==> src/rtl/lsu_mem_port_pkg.sv <==
// lsu_mem_port_pkg: shared constants and helpers for the load/store unit.
//   - RV32I load/store opcodes and func3 codes
//   - resp_err codes
//   - FSM state encoding
//   - request legality check and store lane formatting
package lsu_mem_port_pkg;

  localparam logic [6:0] OP_L = 7'b0000011;
  localparam logic [6:0] OP_S = 7'b0100011;

  localparam logic [2:0] F3_LB  = 3'b000;
  localparam logic [2:0] F3_LH  = 3'b001;
  localparam logic [2:0] F3_LW  = 3'b010;
  localparam logic [2:0] F3_LBU = 3'b100;
  localparam logic [2:0] F3_LHU = 3'b101;

  localparam logic [2:0] F3_SB  = 3'b000;
  localparam logic [2:0] F3_SH  = 3'b001;
  localparam logic [2:0] F3_SW  = 3'b010;

  localparam logic [1:0] ERR_OK      = 2'b00;
  localparam logic [1:0] ERR_ILLEGAL = 2'b01;
  localparam logic [1:0] ERR_TIMEOUT = 2'b10;

  typedef enum logic [1:0] {
    S_IDLE = 2'b00,
    S_REQ  = 2'b01,
    S_WAIT = 2'b10,
    S_RESP = 2'b11
  } lsu_state_t;

  // Unknown opcode/func3 or a misaligned half/word access.
  function automatic logic req_illegal(input logic [6:0] opcode,
                                       input logic [2:0] func3,
                                       input logic [1:0] lo);
    logic bad;
    bad = 1'b1;
    if (opcode == OP_L) begin
      case (func3)
        F3_LB, F3_LBU: bad = 1'b0;
        F3_LH, F3_LHU: bad = lo[0];
        F3_LW:         bad = (lo != 2'b00);
        default:       bad = 1'b1;
      endcase
    end else if (opcode == OP_S) begin
      case (func3)
        F3_SB:   bad = 1'b0;
        F3_SH:   bad = lo[0];
        F3_SW:   bad = (lo != 2'b00);
        default: bad = 1'b1;
      endcase
    end
    return bad;
  endfunction

  function automatic logic [3:0] store_wstrb(input logic [2:0] func3,
                                             input logic [1:0] lo);
    logic [3:0] s;
    case (func3)
      F3_SB:   s = 4'b0001 << lo;
      F3_SH:   s = lo[1] ? 4'b1100 : 4'b0011;
      F3_SW:   s = 4'b1111;
      default: s = 4'b0000;
    endcase
    return s;
  endfunction

  // Store data is replicated across all lanes; wstrb selects the live ones.
  function automatic logic [31:0] store_wdata(input logic [2:0]  func3,
                                              input logic [31:0] rs2);
    logic [31:0] d;
    case (func3)
      F3_SB:   d = {4{rs2[7:0]}};
      F3_SH:   d = {2{rs2[15:0]}};
      default: d = rs2;
    endcase
    return d;
  endfunction

endpackage

==> src/rtl/lsu_mem_port_if.sv <==
// lsu_mem_port_if: core request, data-memory and writeback response signals
// of the load/store unit.
//   master : the LSU (drives memory requests and writeback responses)
//   slave  : the environment (core pipeline and data memory)
interface lsu_mem_port_if;
  logic        req_valid;
  logic        req_ready;
  logic [6:0]  req_opcode;
  logic [2:0]  req_func3;
  logic [31:0] req_addr;
  logic [31:0] req_wdata;

  logic        mem_req;
  logic        mem_we;
  logic [31:0] mem_addr;
  logic [3:0]  mem_wstrb;
  logic [31:0] mem_wdata;
  logic        mem_gnt;
  logic        mem_rvalid;
  logic [31:0] mem_rdata;

  logic        resp_valid;
  logic [31:0] resp_rdata;
  logic [1:0]  resp_err;

  modport master (
    input  req_valid, req_opcode, req_func3, req_addr, req_wdata,
    output req_ready,
    output mem_req, mem_we, mem_addr, mem_wstrb, mem_wdata,
    input  mem_gnt, mem_rvalid, mem_rdata,
    output resp_valid, resp_rdata, resp_err
  );

  modport slave (
    output req_valid, req_opcode, req_func3, req_addr, req_wdata,
    input  req_ready,
    input  mem_req, mem_we, mem_addr, mem_wstrb, mem_wdata,
    output mem_gnt, mem_rvalid, mem_rdata,
    input  resp_valid, resp_rdata, resp_err
  );
endinterface

==> src/rtl/lsu_load_align.sv <==
// lsu_load_align: extracts and extends a load result from a memory word.
//   rdata : 32-bit word read from memory
//   func3 : LB/LH/LW/LBU/LHU
//   addr  : byte offset within the word (addr[1:0])
//   data  : sign/zero-extended result (LW passes the word through)
module lsu_load_align
  import lsu_mem_port_pkg::*;
(
  input  logic [31:0] rdata,
  input  logic [2:0]  func3,
  input  logic [1:0]  addr,
  output logic [31:0] data
);

  logic [7:0]  b;
  logic [15:0] h;

  always_comb begin
    case (addr)
      2'd0:    b = rdata[7:0];
      2'd1:    b = rdata[15:8];
      2'd2:    b = rdata[23:16];
      default: b = rdata[31:24];
    endcase
    h = addr[1] ? rdata[31:16] : rdata[15:0];

    case (func3)
      F3_LB:   data = {{24{b[7]}}, b};
      F3_LH:   data = {{16{h[15]}}, h};
      F3_LBU:  data = {24'h000000, b};
      F3_LHU:  data = {16'h0000, h};
      default: data = rdata;
    endcase
  end

endmodule

==> src/rtl/lsu_mem_port.sv <==
// lsu_mem_port: RV32I load/store unit with a single-outstanding data-memory
// request/grant/response handshake.
//   clk, rst_n : core clock (rising edge), asynchronous active-low reset
//   bus        : lsu_mem_port_if.master
//     req_*    : memory instruction from the core (req_ready high in IDLE)
//     mem_*    : word-wide data-memory port (req/gnt, then rvalid for reads)
//     resp_*   : one-cycle completion pulse with load data and error code
// TIMEOUT bounds the wait for mem_rvalid after a load is granted.
module lsu_mem_port
  import lsu_mem_port_pkg::*;
#(
  parameter int unsigned TIMEOUT = 255
) (
  input logic            clk,
  input logic            rst_n,
  lsu_mem_port_if.master bus
);

  localparam int unsigned CW = $clog2(TIMEOUT + 1);

  lsu_state_t    state, state_d;
  logic [CW-1:0] cnt;
  logic [2:0]    func3_q;
  logic [1:0]    lo_q;
  logic          we_q;
  logic [31:0]   addr_q;
  logic [3:0]    wstrb_q;
  logic [31:0]   wdata_q;
  logic [31:0]   rdata_q;
  logic [1:0]    err_q;

  logic          accept;
  logic          illegal;
  logic          is_store;
  logic          timeout_hit;
  logic [31:0]   load_val;

  assign accept      = (state == S_IDLE) && bus.req_valid;
  assign is_store    = (bus.req_opcode == OP_S);
  assign illegal     = req_illegal(bus.req_opcode, bus.req_func3, bus.req_addr[1:0]);
  // cnt counts completed WAIT cycles; the TIMEOUT-th one without rvalid aborts.
  assign timeout_hit = (cnt == CW'(TIMEOUT - 1));

  lsu_load_align u_align (
    .rdata (bus.mem_rdata),
    .func3 (func3_q),
    .addr  (lo_q),
    .data  (load_val)
  );

  always_comb begin
    state_d = state;
    case (state)
      S_IDLE:  if (accept) state_d = illegal ? S_RESP : S_REQ;
      S_REQ:   if (bus.mem_gnt) state_d = we_q ? S_RESP : S_WAIT;
      S_WAIT:  if (bus.mem_rvalid || timeout_hit) state_d = S_RESP;
      S_RESP:  state_d = S_IDLE;
      default: state_d = S_IDLE;
    endcase
  end

  always_ff @(posedge clk or negedge rst_n) begin
    if (!rst_n) begin
      state   <= S_IDLE;
      cnt     <= '0;
      func3_q <= '0;
      lo_q    <= '0;
      we_q    <= 1'b0;
      addr_q  <= '0;
      wstrb_q <= '0;
      wdata_q <= '0;
      rdata_q <= '0;
      err_q   <= ERR_OK;
    end else begin
      state <= state_d;
      case (state)
        S_IDLE: begin
          if (accept) begin
            func3_q <= bus.req_func3;
            lo_q    <= bus.req_addr[1:0];
            we_q    <= is_store;
            addr_q  <= {bus.req_addr[31:2], 2'b00};
            wstrb_q <= is_store ? store_wstrb(bus.req_func3, bus.req_addr[1:0]) : '0;
            wdata_q <= is_store ? store_wdata(bus.req_func3, bus.req_wdata) : '0;
            rdata_q <= '0;
            err_q   <= illegal ? ERR_ILLEGAL : ERR_OK;
          end
        end
        S_REQ: begin
          if (bus.mem_gnt) cnt <= '0;
        end
        S_WAIT: begin
          // Data arriving on the timeout cycle still completes normally.
          if (bus.mem_rvalid) begin
            rdata_q <= load_val;
            err_q   <= ERR_OK;
          end else if (timeout_hit) begin
            rdata_q <= '0;
            err_q   <= ERR_TIMEOUT;
          end else begin
            cnt <= cnt + CW'(1);
          end
        end
        S_RESP: begin
          rdata_q <= '0;
          err_q   <= ERR_OK;
        end
        default: ;
      endcase
    end
  end

  // Request/valid strobes decode the state register so reset drops them at once.
  assign bus.req_ready  = (state == S_IDLE);
  assign bus.mem_req    = (state == S_REQ);
  assign bus.resp_valid = (state == S_RESP);
  assign bus.mem_we     = we_q;
  assign bus.mem_addr   = addr_q;
  assign bus.mem_wstrb  = wstrb_q;
  assign bus.mem_wdata  = wdata_q;
  assign bus.resp_rdata = rdata_q;
  assign bus.resp_err   = err_q;

endmodule

==> src/flat_wrapper.sv <==
// flat-port wrapper written by rule: the top's interface ports become plain ports
module lsu_mem_port_flat import lsu_mem_port_pkg::*;
#(
  parameter int unsigned TIMEOUT = 255
)
  (clk, rst_n, bus_req_valid, bus_req_opcode, bus_req_func3, bus_req_addr, bus_req_wdata, bus_req_ready, bus_mem_req, bus_mem_we, bus_mem_addr, bus_mem_wstrb, bus_mem_wdata, bus_mem_gnt, bus_mem_rvalid, bus_mem_rdata, bus_resp_valid, bus_resp_rdata, bus_resp_err);
  lsu_mem_port_if bus_i ();
  input logic clk;
  input logic rst_n;
  input wire logic [$bits(bus_i.req_valid)-1:0] bus_req_valid;
  input wire logic [$bits(bus_i.req_opcode)-1:0] bus_req_opcode;
  input wire logic [$bits(bus_i.req_func3)-1:0] bus_req_func3;
  input wire logic [$bits(bus_i.req_addr)-1:0] bus_req_addr;
  input wire logic [$bits(bus_i.req_wdata)-1:0] bus_req_wdata;
  output wire logic [$bits(bus_i.req_ready)-1:0] bus_req_ready;
  output wire logic [$bits(bus_i.mem_req)-1:0] bus_mem_req;
  output wire logic [$bits(bus_i.mem_we)-1:0] bus_mem_we;
  output wire logic [$bits(bus_i.mem_addr)-1:0] bus_mem_addr;
  output wire logic [$bits(bus_i.mem_wstrb)-1:0] bus_mem_wstrb;
  output wire logic [$bits(bus_i.mem_wdata)-1:0] bus_mem_wdata;
  input wire logic [$bits(bus_i.mem_gnt)-1:0] bus_mem_gnt;
  input wire logic [$bits(bus_i.mem_rvalid)-1:0] bus_mem_rvalid;
  input wire logic [$bits(bus_i.mem_rdata)-1:0] bus_mem_rdata;
  output wire logic [$bits(bus_i.resp_valid)-1:0] bus_resp_valid;
  output wire logic [$bits(bus_i.resp_rdata)-1:0] bus_resp_rdata;
  output wire logic [$bits(bus_i.resp_err)-1:0] bus_resp_err;
  assign bus_i.req_valid = bus_req_valid;
  assign bus_i.req_opcode = bus_req_opcode;
  assign bus_i.req_func3 = bus_req_func3;
  assign bus_i.req_addr = bus_req_addr;
  assign bus_i.req_wdata = bus_req_wdata;
  assign bus_req_ready = bus_i.req_ready;
  assign bus_mem_req = bus_i.mem_req;
  assign bus_mem_we = bus_i.mem_we;
  assign bus_mem_addr = bus_i.mem_addr;
  assign bus_mem_wstrb = bus_i.mem_wstrb;
  assign bus_mem_wdata = bus_i.mem_wdata;
  assign bus_i.mem_gnt = bus_mem_gnt;
  assign bus_i.mem_rvalid = bus_mem_rvalid;
  assign bus_i.mem_rdata = bus_mem_rdata;
  assign bus_resp_valid = bus_i.resp_valid;
  assign bus_resp_rdata = bus_i.resp_rdata;
  assign bus_resp_err = bus_i.resp_err;
  lsu_mem_port #(.TIMEOUT(TIMEOUT)) u_core (.clk(clk), .rst_n(rst_n), .bus(bus_i));
endmodule
==> config.mk <==
export PLATFORM = sky130hd
export DESIGN_NAME = lsu_mem_port_flat
export DESIGN_NICKNAME = d
export VERILOG_FILES = /design/src/rtl/lsu_mem_port_pkg.sv /design/src/rtl/lsu_mem_port_if.sv /design/src/rtl/lsu_load_align.sv /design/src/rtl/lsu_mem_port.sv /design/src/flat_wrapper.sv
export SDC_FILE = /design/constraint.sdc
export NUM_CORES = 1
export LEC_CHECK = 0
export BUFFER_PORTS_ARGS = -buffer_cell sky130_fd_sc_hd__buf_2
export CAP_MARGIN = 30
export CORE_AREA = 2 2 158 160
export CTS_BUF_LIST = sky130_fd_sc_hd__clkbuf_8
export CTS_CLUSTER_SIZE = 25
export DETAILED_ROUTE_END_ITERATION = 10
export DIE_AREA = 0 0 160 162
export PLACE_DENSITY_LB_ADDON = 0.3
export REMOVE_ABC_BUFFERS = 1
export SYNTH_ARGS = -nofsm -noshare
export SYNTH_HDL_FRONTEND = slang
export SYNTH_HIERARCHICAL = 1
export SYNTH_SLANG_ARGS = --single-unit
==> constraint.sdc <==
create_clock -name clk -period 1.95 [get_ports clk]
set_clock_uncertainty 0.05 [all_clocks]
set_input_delay 0.0975 -clock clk [delete_from_list [all_inputs] [get_ports clk]]
set_output_delay 0.0975 -clock clk [all_outputs]
set_load 0.05 [all_outputs]
==> key figures <==
Finish
  – Area Growth Syn to Fin: 47.4%
  – # fillers: 2498
  – Most common cell after layout, fill and taps aside: buf_2
  – Fin nets: around 1000
  – Multi-input logic area: about 2800 um2
  – Final Util: 0.366
  – Layout cells sized above 1: 0.394
  – Register area: 2900 um2
  – Most frequent cells in the layout: buf_2, nand2_1, dfrtp_1, dlygate4sd3_1, o21ai_0

Route
  – Vias: around 5500
  – Wirelength per Cell: about 15 um
  – Drt first-iter violations: 280
  – Final wirelength: around 19000 um
  – Residual DRC: 0
  – DRT antenna net count: 0
  – Detailed Routing Iterations Pass 1: 4
  – Via/cell ratio: ~4.4

Logic synthesis
  – Post-Synth Simple-Gate Area: 0.167
  – Post-synthesis cell type count: 56
  – Area share of the largest cell type after synthesis: 0.485
  – Register area share after synthesis: 0.485
  – Asr flop ratio synth: 1.00
  – Complex-gate fraction of the synthesized area: 0.170
  – Seq cells post-synth: roughly 120
  – Largest family of logic cells by synthesized area: compound AO/OA/AOI/OAI gates
  – EDFF count, synth: 0
  – Top_reg_cell synth: dfrtp_1
  – Post-synthesis instance area: approximately 6000 um2
  – Syn avg cell area: just under 10 um2
  – Area leader, netlist: dfrtp_1
  – Cells after Synth: 611
  – Synth Area in XOR/XNOR: 0.00586
  – Post-synthesis mux area share: 0.105
  – Post-Synth Adder-Cell Area: 0.0126
  – Top area cells in the synthesized netlist: dfrtp_1, nand2_1, mux2_2, o21ai_0, mux2i_1
  – Yosys warns: 6

Place
  – Dpl ws: 0.0680 ns
  – Routability cong.: 0.763
  – Count of input and output buffers: 214
  – Final HPWL DP: ~13000 um

CTS
  – CTS sink count: 116
  – Worst-Skew Late Latency: approximately 0.43 ns
  – Clk buf depth: 2
  – CTS buffer count: 17
  – CTS tree: built
  – CTS clock-pin slew for the worst setup and hold paths: 0.08 ns
  – H-tree depth: 4
  – Root Driver: clkbuf_8

Worst hold path
  – Hold Path Cell Cnt: 3
  – Hold Crit Class: input port to flop

STA
  – Final period util: 0.963
  – Final hold violations: 0
  – Setup TNS: 0 ns
  – Fmax: approximately 530 MHz
  – RSZ-0062 raised after global routing: yes
  – Final min period: between 1.5 and 2 ns
  – Final setup viols: 0
  – Final WS setup: 0.0720 ns
  – Slew Viols, Final: 0

Global route
  – Antenna violations before repair: 1
  – Largest net degree at the start of global routing: 49
  – First-pass GRT wire length: 29200 um
  – GRT Overall Usage: 0.143
  – Number of global-route vias before repair: between 5000 and 6000
  – Total global routing overflow: 0

Setup path
  – Setup CP Type: flop to flop
  – Worst setup SP type: flop
  – Arrival time worst endpoint: 2.15 ns
  – CP Data Required Time: around 2.2 ns
  – Worst-case reg-to-reg path depth: 8
  – CP Capture Type: flop
  – Largest fanout on the critical path: 3

Floorplan
  – Io pins: 217
  – Die W: between 150 and 200 um
  – Initial Util: 0.248
  – Row count: 57
  – Die area: ~26000 um2
  – Die Height: roughly 160 um
  – Core Area: around 24000 um2

Pwr
  – Power after layout: ~0.014 W
  – Peak VDD IR: ~0.00070 V
  – Power Density: between 1500 and 2000 nW/um2
  – P_leak: 4.25 nW

Run
  – Max-cap violation count: 0

Status
  – Status: finished, final reports clean
[through the flow]
stage / cell area, um2 / hold slack [ns] / std cells
floorplan: 5700 / -0.248 / 568
global placement: 7440 / 0.0317 / 1130
detailed placement: 7450 / 0.0373 / 1131
CTS: 8640 / 0.00960 / 1239
global route: 8810 / 0.0312 / 1249
finish: 8820 / 0.0340 / 1251
[path summary, 6_finish.rpt]
check	start	end	slack [ns]
setup reg to reg	u_core/cnt[0]	u_core/cnt[5]	0.07
min in group asynchronous	rst_n	u_core/bus.resp_rdata[4]	0.10
max in group asynchronous	rst_n	u_core/bus.mem_addr[23]	1.11
hold reg to reg	u_core/bus.resp_rdata[1]	u_core/bus.resp_rdata[1]	0.43
setup / recovery	u_core/cnt[0]	u_core/cnt[5]	0.07
hold / removal	bus_req_opcode[5]	u_core/bus.mem_we	0.03
[worst max-delay path, stage by stage (launching register included)]
cell     delay [ns]
dfrtp_1        0.38
inv_2          0.05
ha_1           0.19
and3_4         0.16
a21o_4         0.22
buf_4          0.16
a21oi_4        0.17
nand3_2        0.10
mux2_4         0.30
[area by class of cell]
cell class	instances	area share
repair buffers	325	0.253
flip-flops and latches	116	0.329
inverters	10	0.00426
multi-input cells	442	0.319
diodes	2	0.000568
clock buffers	20	0.0312
well taps	324	0.0460
clock inverters	12	0.0175
[state kept, by name (all words and copies together) (netlist names)]
name,flops
u_core/bus.resp_err,2
u_core/cnt,8
u_core/func3_q,3
u_core/lo_q,2
u_core/bus.mem_we,1
u_core/bus.mem_wdata,32
u_core/bus.resp_rdata,32
u_core/bus.mem_wstrb,4
u_core/state,2
u_core/bus.mem_addr,30
[metal layers]
metal | vias up | wire length [um] | global-route usage
met5 | - | 0 | 0
met3 | 12 | 1320 | 0.0452
met1 | 2579 | 8370 | 0.184
li1 | 2698 | - | -
met4 | 0 | 128 | 0.0287
met2 | 185 | 8860 | 0.236
[power breakdown]
group / total, W / leakage [nW] / internal (W) / switching, W
Clock: 0.00244 / 0.205 / 0.00137 / 0.00107
Sequential: 0.00356 / 1.53 / 0.00312 / 0.000445
Combinational: 0.00777 / 2.51 / 0.00268 / 0.00509
Total: 0.0138 / 4.25 / 0.00716 / 0.00661
[kinds of logic after synthesis]
logic type                 count (synthesis)
muxes                                     58
xor gates and xnor gates                   4
and+or+nand+nor                          224
adders and majority gates                  6
buffers and inverters                     54
DFF                                      116
AOI/OAI and AO/OA                        148
other                                      1
[cells in the mapped netlist (all sizes together) (2+ instances only)]
| master | count |
|---|---|
| a211oi | 5 |
| a21o | 2 |
| a21oi | 8 |
| a221o | 9 |
| a22o | 9 |
| a22oi | 8 |
| a31oi | 2 |
| and2 | 2 |
| and3 | 4 |
| buf | 20 |
| clkbuf | 24 |
| dfrtp | 116 |
| ha | 6 |
| inv | 10 |
| mux2 | 36 |
| mux2i | 22 |
| nand2 | 147 |
| nand2b | 10 |
| nand3 | 8 |
| nor2 | 20 |
| nor2b | 23 |
| nor3 | 2 |
| nor4 | 2 |
| o21ai | 98 |
| or3 | 3 |
| xnor2 | 3 |
[timing repair]
item,4_1_cts,5_1_grt
endpoints found under the setup margin,0,76
hold buffers,76,0
endpoints found under the hold margin,193,0
gates resized for setup,0,13
setup buffers,0,6
(Power assumes the default switching activity.)
